File: src/rtl/fetch_pkg.sv
// Shared definitions for the instruction-fetch front end.
package fetch_pkg;

   localparam int FETCH_DATA_W      = 8;
   localparam int FETCH_ADDR_W      = 8;
   localparam int FETCH_INSTR_BYTES = 3;

   typedef enum logic [1:0] {
      ST_IDLE  = 2'd0,
      ST_FETCH = 2'd1,
      ST_VALID = 2'd2
   } fetch_state_t;

endpackage

File: src/rtl/fetch_byte_assembler.sv
// Slot register that collects instruction bytes by index; slot 0 lands in the MSBs.
module fetch_byte_assembler #(
   parameter int DATA_W      = 8,
   parameter int INSTR_BYTES = 3,
   parameter int IDX_W       = (INSTR_BYTES > 1) ? $clog2(INSTR_BYTES) : 1
) (
   input  logic                          i_clk,
   input  logic                          i_rst,      // active-low async
   input  logic                          i_clr,
   input  logic                          i_wr_en,
   input  logic [IDX_W-1:0]              i_wr_idx,
   input  logic [DATA_W-1:0]             i_wr_data,
   output logic [INSTR_BYTES*DATA_W-1:0] o_packed
);

   logic [DATA_W-1:0] r_slot [INSTR_BYTES];

   // Slot storage: clear wins over write so a flushed instruction never leaks.
   always_ff @(posedge i_clk or negedge i_rst) begin
      if (!i_rst) begin
         for (int k = 0; k < INSTR_BYTES; k++) r_slot[k] <= '0;
      end else if (i_clr) begin
         for (int k = 0; k < INSTR_BYTES; k++) r_slot[k] <= '0;
      end else if (i_wr_en) begin
         for (int k = 0; k < INSTR_BYTES; k++)
            if (i_wr_idx == IDX_W'(k)) r_slot[k] <= i_wr_data;
      end
   end

   // Pack slots with the opcode (slot 0) in the most significant position.
   always_comb begin
      o_packed = '0;
      for (int k = 0; k < INSTR_BYTES; k++)
         o_packed[(INSTR_BYTES-1-k)*DATA_W +: DATA_W] = r_slot[k];
   end

endmodule

File: src/rtl/fetch_unit.sv
// Instruction-fetch front end: reads INSTR_BYTES words per instruction from
// synchronous-read memory and offers the packed word over valid/ready.
//
//  state    | meaning
//  ---------+-------------------------------------------------------------
//  ST_IDLE  | halted, no reads; leaves when fetch is enabled
//  ST_FETCH | issuing reads pc..pc+N-1 and capturing returning data
//  ST_VALID | complete instruction offered, held until accepted
module fetch_unit
   import fetch_pkg::*;
#(
   parameter int              DATA_W      = FETCH_DATA_W,
   parameter int              ADDR_W      = FETCH_ADDR_W,
   parameter int              INSTR_BYTES = FETCH_INSTR_BYTES,
   parameter logic [ADDR_W-1:0] RESET_PC  = '0
) (
   input  logic                          i_clk,
   input  logic                          i_rst,          // active-low async
   input  logic                          i_fetch_en,
   input  logic                          i_pc_load_en,
   input  logic [ADDR_W-1:0]             i_pc_load_addr,
   output logic                          o_mem_rd_en,
   output logic [ADDR_W-1:0]             o_mem_rd_addr,
   input  logic [DATA_W-1:0]             i_mem_rd_data,
   output logic                          o_instr_valid,
   input  logic                          i_instr_ready,
   output logic [INSTR_BYTES*DATA_W-1:0] o_instr,
   output logic [ADDR_W-1:0]             o_instr_pc,
   output logic [ADDR_W-1:0]             o_pc
);

   localparam int CNT_W = $clog2(INSTR_BYTES + 1);
   localparam int IDX_W = (INSTR_BYTES > 1) ? $clog2(INSTR_BYTES) : 1;
   localparam logic [CNT_W-1:0] LP_CNT_END = CNT_W'(INSTR_BYTES);
   localparam logic [IDX_W-1:0] LP_IDX_LAST = IDX_W'(INSTR_BYTES - 1);

   fetch_state_t      r_state;
   logic [ADDR_W-1:0] r_pc;
   logic [ADDR_W-1:0] r_instr_pc;
   logic              r_instr_valid;
   logic [CNT_W-1:0]  r_issue_cnt;
   logic              r_cap_pend;
   logic [IDX_W-1:0]  r_cap_idx;

   logic w_issue;
   logic w_cap_wr;
   logic w_cap_last;

   // Read strobe and address decoded straight from state and issue pointer.
   always_comb begin
      w_issue       = (r_state == ST_FETCH) && (r_issue_cnt < LP_CNT_END);
      o_mem_rd_en   = w_issue;
      o_mem_rd_addr = r_pc + ADDR_W'(r_issue_cnt);
      w_cap_wr      = r_cap_pend && !i_pc_load_en;
      w_cap_last    = w_cap_wr && (r_cap_idx == LP_IDX_LAST);
   end

   // Sequencer: jump has top priority, then the per-state behaviour.
   always_ff @(posedge i_clk or negedge i_rst) begin
      if (!i_rst) begin
         r_state       <= ST_IDLE;
         r_pc          <= RESET_PC;
         r_instr_pc    <= RESET_PC;
         r_instr_valid <= 1'b0;
         r_issue_cnt   <= '0;
         r_cap_pend    <= 1'b0;
         r_cap_idx     <= '0;
      end else if (i_pc_load_en) begin
         r_pc          <= i_pc_load_addr;
         r_issue_cnt   <= '0;
         r_cap_pend    <= 1'b0;
         r_instr_valid <= 1'b0;
         r_state       <= i_fetch_en ? ST_FETCH : ST_IDLE;
      end else begin
         case (r_state)
            ST_IDLE: begin
               r_issue_cnt <= '0;
               r_cap_pend  <= 1'b0;
               if (i_fetch_en) r_state <= ST_FETCH;
            end
            ST_FETCH: begin
               if (w_issue) begin
                  r_issue_cnt <= r_issue_cnt + 1'b1;
                  r_cap_pend  <= 1'b1;
                  r_cap_idx   <= IDX_W'(r_issue_cnt);
               end else begin
                  r_cap_pend  <= 1'b0;
               end
               if (w_cap_last) begin
                  r_instr_valid <= 1'b1;
                  r_instr_pc    <= r_pc;
                  r_pc          <= r_pc + ADDR_W'(INSTR_BYTES);
                  r_issue_cnt   <= '0;
                  r_state       <= ST_VALID;
               end
            end
            ST_VALID: begin
               if (i_instr_ready) begin
                  r_instr_valid <= 1'b0;
                  r_state       <= i_fetch_en ? ST_FETCH : ST_IDLE;
               end
            end
            default: begin
               r_instr_valid <= 1'b0;
               r_state       <= ST_IDLE;
            end
         endcase
      end
   end

   fetch_byte_assembler #(
      .DATA_W      (DATA_W),
      .INSTR_BYTES (INSTR_BYTES),
      .IDX_W       (IDX_W)
   ) u_asm (
      .i_clk     (i_clk),
      .i_rst     (i_rst),
      .i_clr     (i_pc_load_en),
      .i_wr_en   (w_cap_wr),
      .i_wr_idx  (r_cap_idx),
      .i_wr_data (i_mem_rd_data),
      .o_packed  (o_instr)
   );

   assign o_instr_valid = r_instr_valid;
   assign o_instr_pc    = r_instr_pc;
   assign o_pc          = r_pc;

endmodule

File: config.mk
export PLATFORM = sky130hd
export DESIGN_NAME = fetch_unit
export DESIGN_NICKNAME = d
export VERILOG_FILES = /design/src/rtl/fetch_pkg.sv /design/src/rtl/fetch_byte_assembler.sv /design/src/rtl/fetch_unit.sv
export SDC_FILE = /design/constraint.sdc
export NUM_CORES = 1
export LEC_CHECK = 0
export ABC_AREA = 1
export BUFFER_PORTS_ARGS = -buffer_cell sky130_fd_sc_hd__buf_2
export CAP_MARGIN = 15
export CORE_MARGIN = 8
export CORE_UTILIZATION = 52
export CTS_CLUSTER_SIZE = 28
export DETAILED_ROUTE_END_ITERATION = 7
export PLACE_DENSITY_LB_ADDON = 0.15
export SETUP_SLACK_MARGIN = 0.2
export SLEW_MARGIN = 20
export SYNTH_ARGS = -nofsm -noshare
export SYNTH_HDL_FRONTEND = slang
export SYNTH_SLANG_ARGS = --single-unit
File: constraint.sdc
create_clock -name i_clk -period 1.65 [get_ports i_clk]
set_clock_uncertainty 0.05 [all_clocks]
set_input_delay 0.165 -clock i_clk [delete_from_list [all_inputs] [get_ports i_clk]]
set_output_delay 0.165 -clock i_clk [all_outputs]
set_load 0.005 [all_outputs]
==> results of run 1 <==
-- layout make-up --
type / instances / area (µm²) / share of cell area, %
Sequential cell: 48 / 1200 / 37.4
Multi-Input combinational cell: 189 / 1120 / 34.7
Timing Repair Buffer: 87 / 542 / 16.8
Inverter: 42 / 160 / 4.98
Clock buffer: 7 / 96.3 / 2.99
Tap cell: 54 / 67.6 / 2.10
Clock inverter: 1 / 30.0 / 0.933
-- sequential cells by signal, summed over array words and instances, names as in the netlist --
name,cells
o_instr_pc,8
r_issue_cnt,2
o_pc,8
r_state,2
u_asm.o_packed,24
o_instr_valid,1
r_cap_pend,1
r_cap_idx,2
-- kinds of logic after synthesis --
family	after synthesis
DFF	48
buffers and inverters	53
AOI/OAI and AO/OA	47
muxes	1
and+or+nand+nor	129
xor gates and xnor gates	7
adders and majority gates	5
-- final timing paths --
check,from,endpoint,slack (ps),cells past startpoint
setup / recovery,r_issue_cnt[0],o_mem_rd_addr[6],-240,6
hold / removal,i_fetch_en,r_state[0],40,2
setup reg to reg,r_issue_cnt[0],r_cap_idx[0],230,9
hold reg to reg,o_instr_valid,o_instr_valid,420,2
max in group asynchronous,i_rst,r_issue_cnt[1],700,3
min in group asynchronous,i_rst,u_asm.o_packed[14],310,2
-- timing repair --
action | in CTS | in global routing
resized for setup | 8 | 24
endpoints found under the hold margin | 19 | 0
hold buffers | 1 | 0
setup buffers | 6 | 0
endpoints found under the setup margin | 17 | 16
pin swaps | 5 | 6
-- cell usage in the layout, fill, tap and decap left out, drive strengths merged, types with 4 or more instances in the layout --
cell type,n
inv,42
nand3,23
nor2,22
o21ai,42
nand2,84
dfrtp,48
buf,86
ha,4
xor2,6
clkbuf,7
-- worst max-delay path, cell delays in order (launching register included) --
cell     delay, ps
dfrtp_1        390
ha_2           200
fa_2           370
nand3_2        110
nor2_2          50
xor2_1         130
buf_2          130
-- per-layer routing --
metal,global-route usage (%),part of all wire [%]
met5,0,0
met4,4.85,1.9
met3,5.41,5.0
met2,31.0,48
met1,21.1,45
-- synth_stat cells (2+ instances only) --
master | count | area share (%)
a21oi_1 | 2 | 0.41
buf_2 | 3 | 0.61
buf_4 | 2 | 0.61
buf_6 | 6 | 2.7
dfrtp_1 | 48 | 49
ha_1 | 4 | 2.0
inv_1 | 38 | 5.8
inv_2 | 3 | 0.46
nand2_1 | 78 | 12
nand2_2 | 5 | 1.3
nand3_1 | 21 | 4.3
nand3_2 | 2 | 0.81
nor2_1 | 20 | 3.0
o21ai_0 | 28 | 5.7
o21ai_1 | 2 | 0.41
o21ai_2 | 12 | 4.3
o31ai_4 | 2 | 1.7
xor2_1 | 6 | 2.1
-- power groups by stage --
stage | Sequential, W | Combinational, W | Clock (W)
after floorplan | 0.00145 | 0.000460 | 0
after global placement | 0.00144 | 0.000812 | 0
after detailed placement | 0.00145 | 0.000822 | 0
after CTS | 0.00142 | 0.000879 | 0.000952
after global routing | 0.00146 | 0.00106 | 0.000997
final | 0.00143 | 0.000953 | 0.000924
-- metrics by stage --
| step | util [%] | instance area (µm²) | instances |
|---|---|---|---|
| 5_1_grt | 69.0 | 3220 | 428 |
| 6_report | 69.0 | 3220 | 428 |
| 3_5_place_dp | 62.2 | 2900 | 413 |
| 2_1_floorplan | - | 2480 | 290 |
| 3_3_place_gp | 62.2 | 2900 | 413 |
| 4_1_cts | 67.3 | 3140 | 428 |
==> out/metrics.yaml, run 1 <==
flow_run:
  maxCapViolCount: 0
routing:
  wl_um: 6280
  drt_iter0_drc: 149
  routedWlPerCell_um: 14.7
  drtAntennaViolNets: 0
  vias: 2188
  drc: 0
  via_per_inst: 5.11
  drt_pass1_iterations: 4
clock_network:
  clk_pin_slew_ps: 80
  root_buffer: "clkbuf_8"
  insertion_delay_ps: 300
  cts_tree: "yes"
  clk_path_buf_depth: 2
  ctsHtreeMaxLevel: 2
  cts_buffers: 5
  cts.sinks: 48
power_and_ir_drop:
  intPower_w: 0.00227
  clkPwrFrac_pct: 27.9
  swShare_pct: 31.5
  vdd_drop_max_v: 0.000499
  p_leak_nw: 1.72
  seq_power_share_pct: 43.3
  power_density_nw_per_um2: 1030
  p_total_w: 0.00331
  comb_power_share_pct: 28.8
  power_switching_w: 0.00104
logic_synthesis:
  ys_warn_count: 0
  synth_top_family_by_area: "simple AND/OR/NAND/NOR gates"
  avgSynthCellArea_um2: 8.52
  synthSimpleGateAreaFrac_pct: 22.4
  synthCells: 290
  synth-seq-cells: 48
  synth_edf_count: 0
  synth_compound_gate_area_share_pct: 12.8
  synth_cell_type_count: 26
  synth_flop_cell: "dfrtp_1"
  syn-cell-area_um2: 2470
  synthArstFlopShare_pct: 100
  yosysSeqAreaShare_pct: 48.6
  muxShareOfSynthArea_pct: 0.405
  synth-xor-area-share_pct: 2.48
  syn_nets: 316
  synth-adder-area-share_pct: 2.84
floorplanning:
  fp.dieH_um: 84.9
  die_area_um2: 7210
  placementRows: 25
  coreArea_um2: 4660
  pin_count: 71
  die_w_um: 84.9
  start_util_pct: 53.0
global_routing:
  grt_max_degree: 30
  grtUsageTotal_pct: 18.0
  grt_pass1_vias: 2222
  grt_pass1_wl_um: 10500
  antenna_found_initial: 0
  grt_overflow: 0
final_layout:
  num-fill-cells: 374
  antennaDiodeCount: 0
  nets: 399
  areaGrowthSynthToFinish_pct: 30.3
  drive_above_1_share_pct: 38.2
timing:
  hold_slack_ps: 44.3
  hold_viol_final: 0
  setup_slack_ps: -244
  timing.final.crit_share_pct: 115
  setup_viol: 7
  relSlewSlack_pct: 67.6
  fin_setup_tns_ps: -1110
  timing.fmax_mhz: 528
  rsz0062_at_grt: "true"
  fin_crit_ps: 1890
  slew_violations: 0
  tightest_slew_ps: 487
critical_path:
  crit_type: "flip-flop to primary output"
  end_kind: "primary output"
  worstPathArrival_ps: 1680
  required_ps: 1430
  cp_max_fo: 2
  start_kind: "flip-flop"
placement:
  dp_hpwl_um: 4420
  place_congestion: 0.901
  dpl_worst_slack_ps: 51.1
  port_buffers: 70
min_path:
  hold_path.class: "input port to flip-flop"
status:
  violations: "negative setup slack"
  outcome: "complete, but fails checks"
(Power assumes the default switching activity.)
==> run 2, diff against run 1 <==
REMOVE_ABC_BUFFERS = 1   (was default)
==> out/metrics.yaml, run 2 (same netlist as run 1, synthesis figures left out) <==
status:
  outcome: "complete, but fails checks"
  violations: "negative setup slack"
clock_network:
  clk_pin_slew_ps: 90
  cts_tree: "yes"
  insertion_delay_ps: 300
  root_buffer: "clkbuf_8"
  cts_buffers: 5
  cts.sinks: 48
  ctsHtreeMaxLevel: 2
  clk_path_buf_depth: 2
floorplanning:
  coreArea_um2: 4660
  fp.dieH_um: 84.9
  placementRows: 25
  die_area_um2: 7210
  start_util_pct: 53.0
  die_w_um: 84.9
  pin_count: 71
timing:
  timing.final.crit_share_pct: 114
  slew_violations: 0
  rsz0062_at_grt: "true"
  fin_crit_ps: 1880
  tightest_slew_ps: 480
  timing.fmax_mhz: 531
  setup_slack_ps: -233
  hold_viol_final: 0
  setup_viol: 8
  hold_slack_ps: 49.5
  relSlewSlack_pct: 68.0
global_routing:
  grtUsageTotal_pct: 16.6
  grt_max_degree: 28
  grt_pass1_wl_um: 9770
  met2_usage_pct: 26.8
  top_usage_layer: "met2"
  grt_overflow: 0
  antenna_found_initial: 0
  met1_usage_pct: 19.7
  grt_pass1_vias: 2080
  use_met3_pct: 6.08
critical_path:
  required_ps: 1430
  worstPathArrival_ps: 1670
  cp_max_fo: 2
  crit_type: "flip-flop to primary output"
  end_kind: "primary output"
  start_kind: "flip-flop"
placement:
  dpl_worst_slack_ps: -10.8
  place_area_um2: 2880
  dp_hpwl_um: 4220
  place_congestion: 0.827
  port_buffers: 70
min_path:
  hold_path.class: "input port to flip-flop"
routing:
  wl_um: 5870
  vias: 2087
  routedWlPerCell_um: 13.6
  drtAntennaViolNets: 0
  drt_iter0_drc: 90
  drt_pass1_iterations: 4
  via_per_inst: 4.84
  drc: 0
final_layout:
  num-fill-cells: 386
  final_common_cell: "nand2_1"
  final-seq-area_um2: 1200
  multi_input_area_um2: 1120
  largest_register_ffs: 24
  final_util_pct: 67.8
  nets: 402
  layout_common_cells: "nand2_1 (74), buf_2 (69), dfrtp_1 (47)"
  antennaDiodeCount: 0
  areaGrowthSynthToFinish_pct: 27.9
  drive_above_1_share_pct: 37.7
  stdcell_area_um2: 3160
flow_run:
  maxCapViolCount: 0
power_and_ir_drop:
  power_density_nw_per_um2: 966
  vdd_drop_max_v: 0.000477
  p_leak_nw: 1.71
## run 2: changes by cell type in the layout (fill, tap and decap cells not counted), sizes merged
cell	previous run	this run
clkinv	0	3
clkbuf	7	5
buf	86	89
bufinv	1	0
## run 2: layer usage
layer,up-vias,routed length [µm]
met5,-,0
met4,0,65
met3,8,475
met2,62,2730
met1,943,2600
li1,1074,-
## run 2: metrics by stage
step           total power (W)  setup TNS [ps]  cells
2_1_floorplan          0.00187               0    279
3_5_place_dp           0.00225           -10.8    415
3_3_place_gp           0.00223               0    415
5_1_grt                0.00326           -1730    431
4_1_cts                0.00299           -1230    427
6_report               0.00305           -1230    431
## run 2: what timing repair did
action                                  4_1_cts  5_1_grt
setup buffers                                 3        4
hold buffers                                  1        0
resized for setup                            13       21
pin swaps                                     1        6
endpoints found under the hold margin        18        0
endpoints found under the setup margin       18       24
## run 2: worst max-delay path: stages, from the launching register on
cell	delay, ps
dfrtp_1	430
ha_4	180
fa_2	350
buf_4	140
xor2_1	140
buf_2	120
## run 2: area by class of cell
class | count | share of cell area [%]
sequential | 48 | 38.1
timing repair buffer | 90 | 16.5
inverter | 42 | 5.07
clock buffer | 5 | 2.18
tap | 54 | 2.14
multi-input combinational | 189 | 35.5
clock inverter | 3 | 0.594
## run 2: final timing paths
check | from | endpoint | slack, ps | cells past startpoint
setup / recovery | o_pc[0] | o_mem_rd_addr[2] | -230 | 5
hold / removal | i_fetch_en | r_state[0] | 50 | 2
setup reg to reg | r_issue_cnt[1] | r_cap_idx[0] | 80 | 9
hold reg to reg | o_instr_valid | o_instr_valid | 430 | 2
max in group asynchronous | i_rst | r_issue_cnt[1] | 660 | 3
min in group asynchronous | i_rst | r_state[0] | 290 | 2
## run 2: power breakdown
| part | internal, W | leakage [nW] | total [W] | switching, W |
|---|---|---|---|---|
| registers | 0.00131 | 0.632 | 0.00142 | 0.000112 |
| clock network | 0.000296 | 0.0479 | 0.000704 | 0.000408 |
| logic | 0.000422 | 1.03 | 0.000927 | 0.000505 |
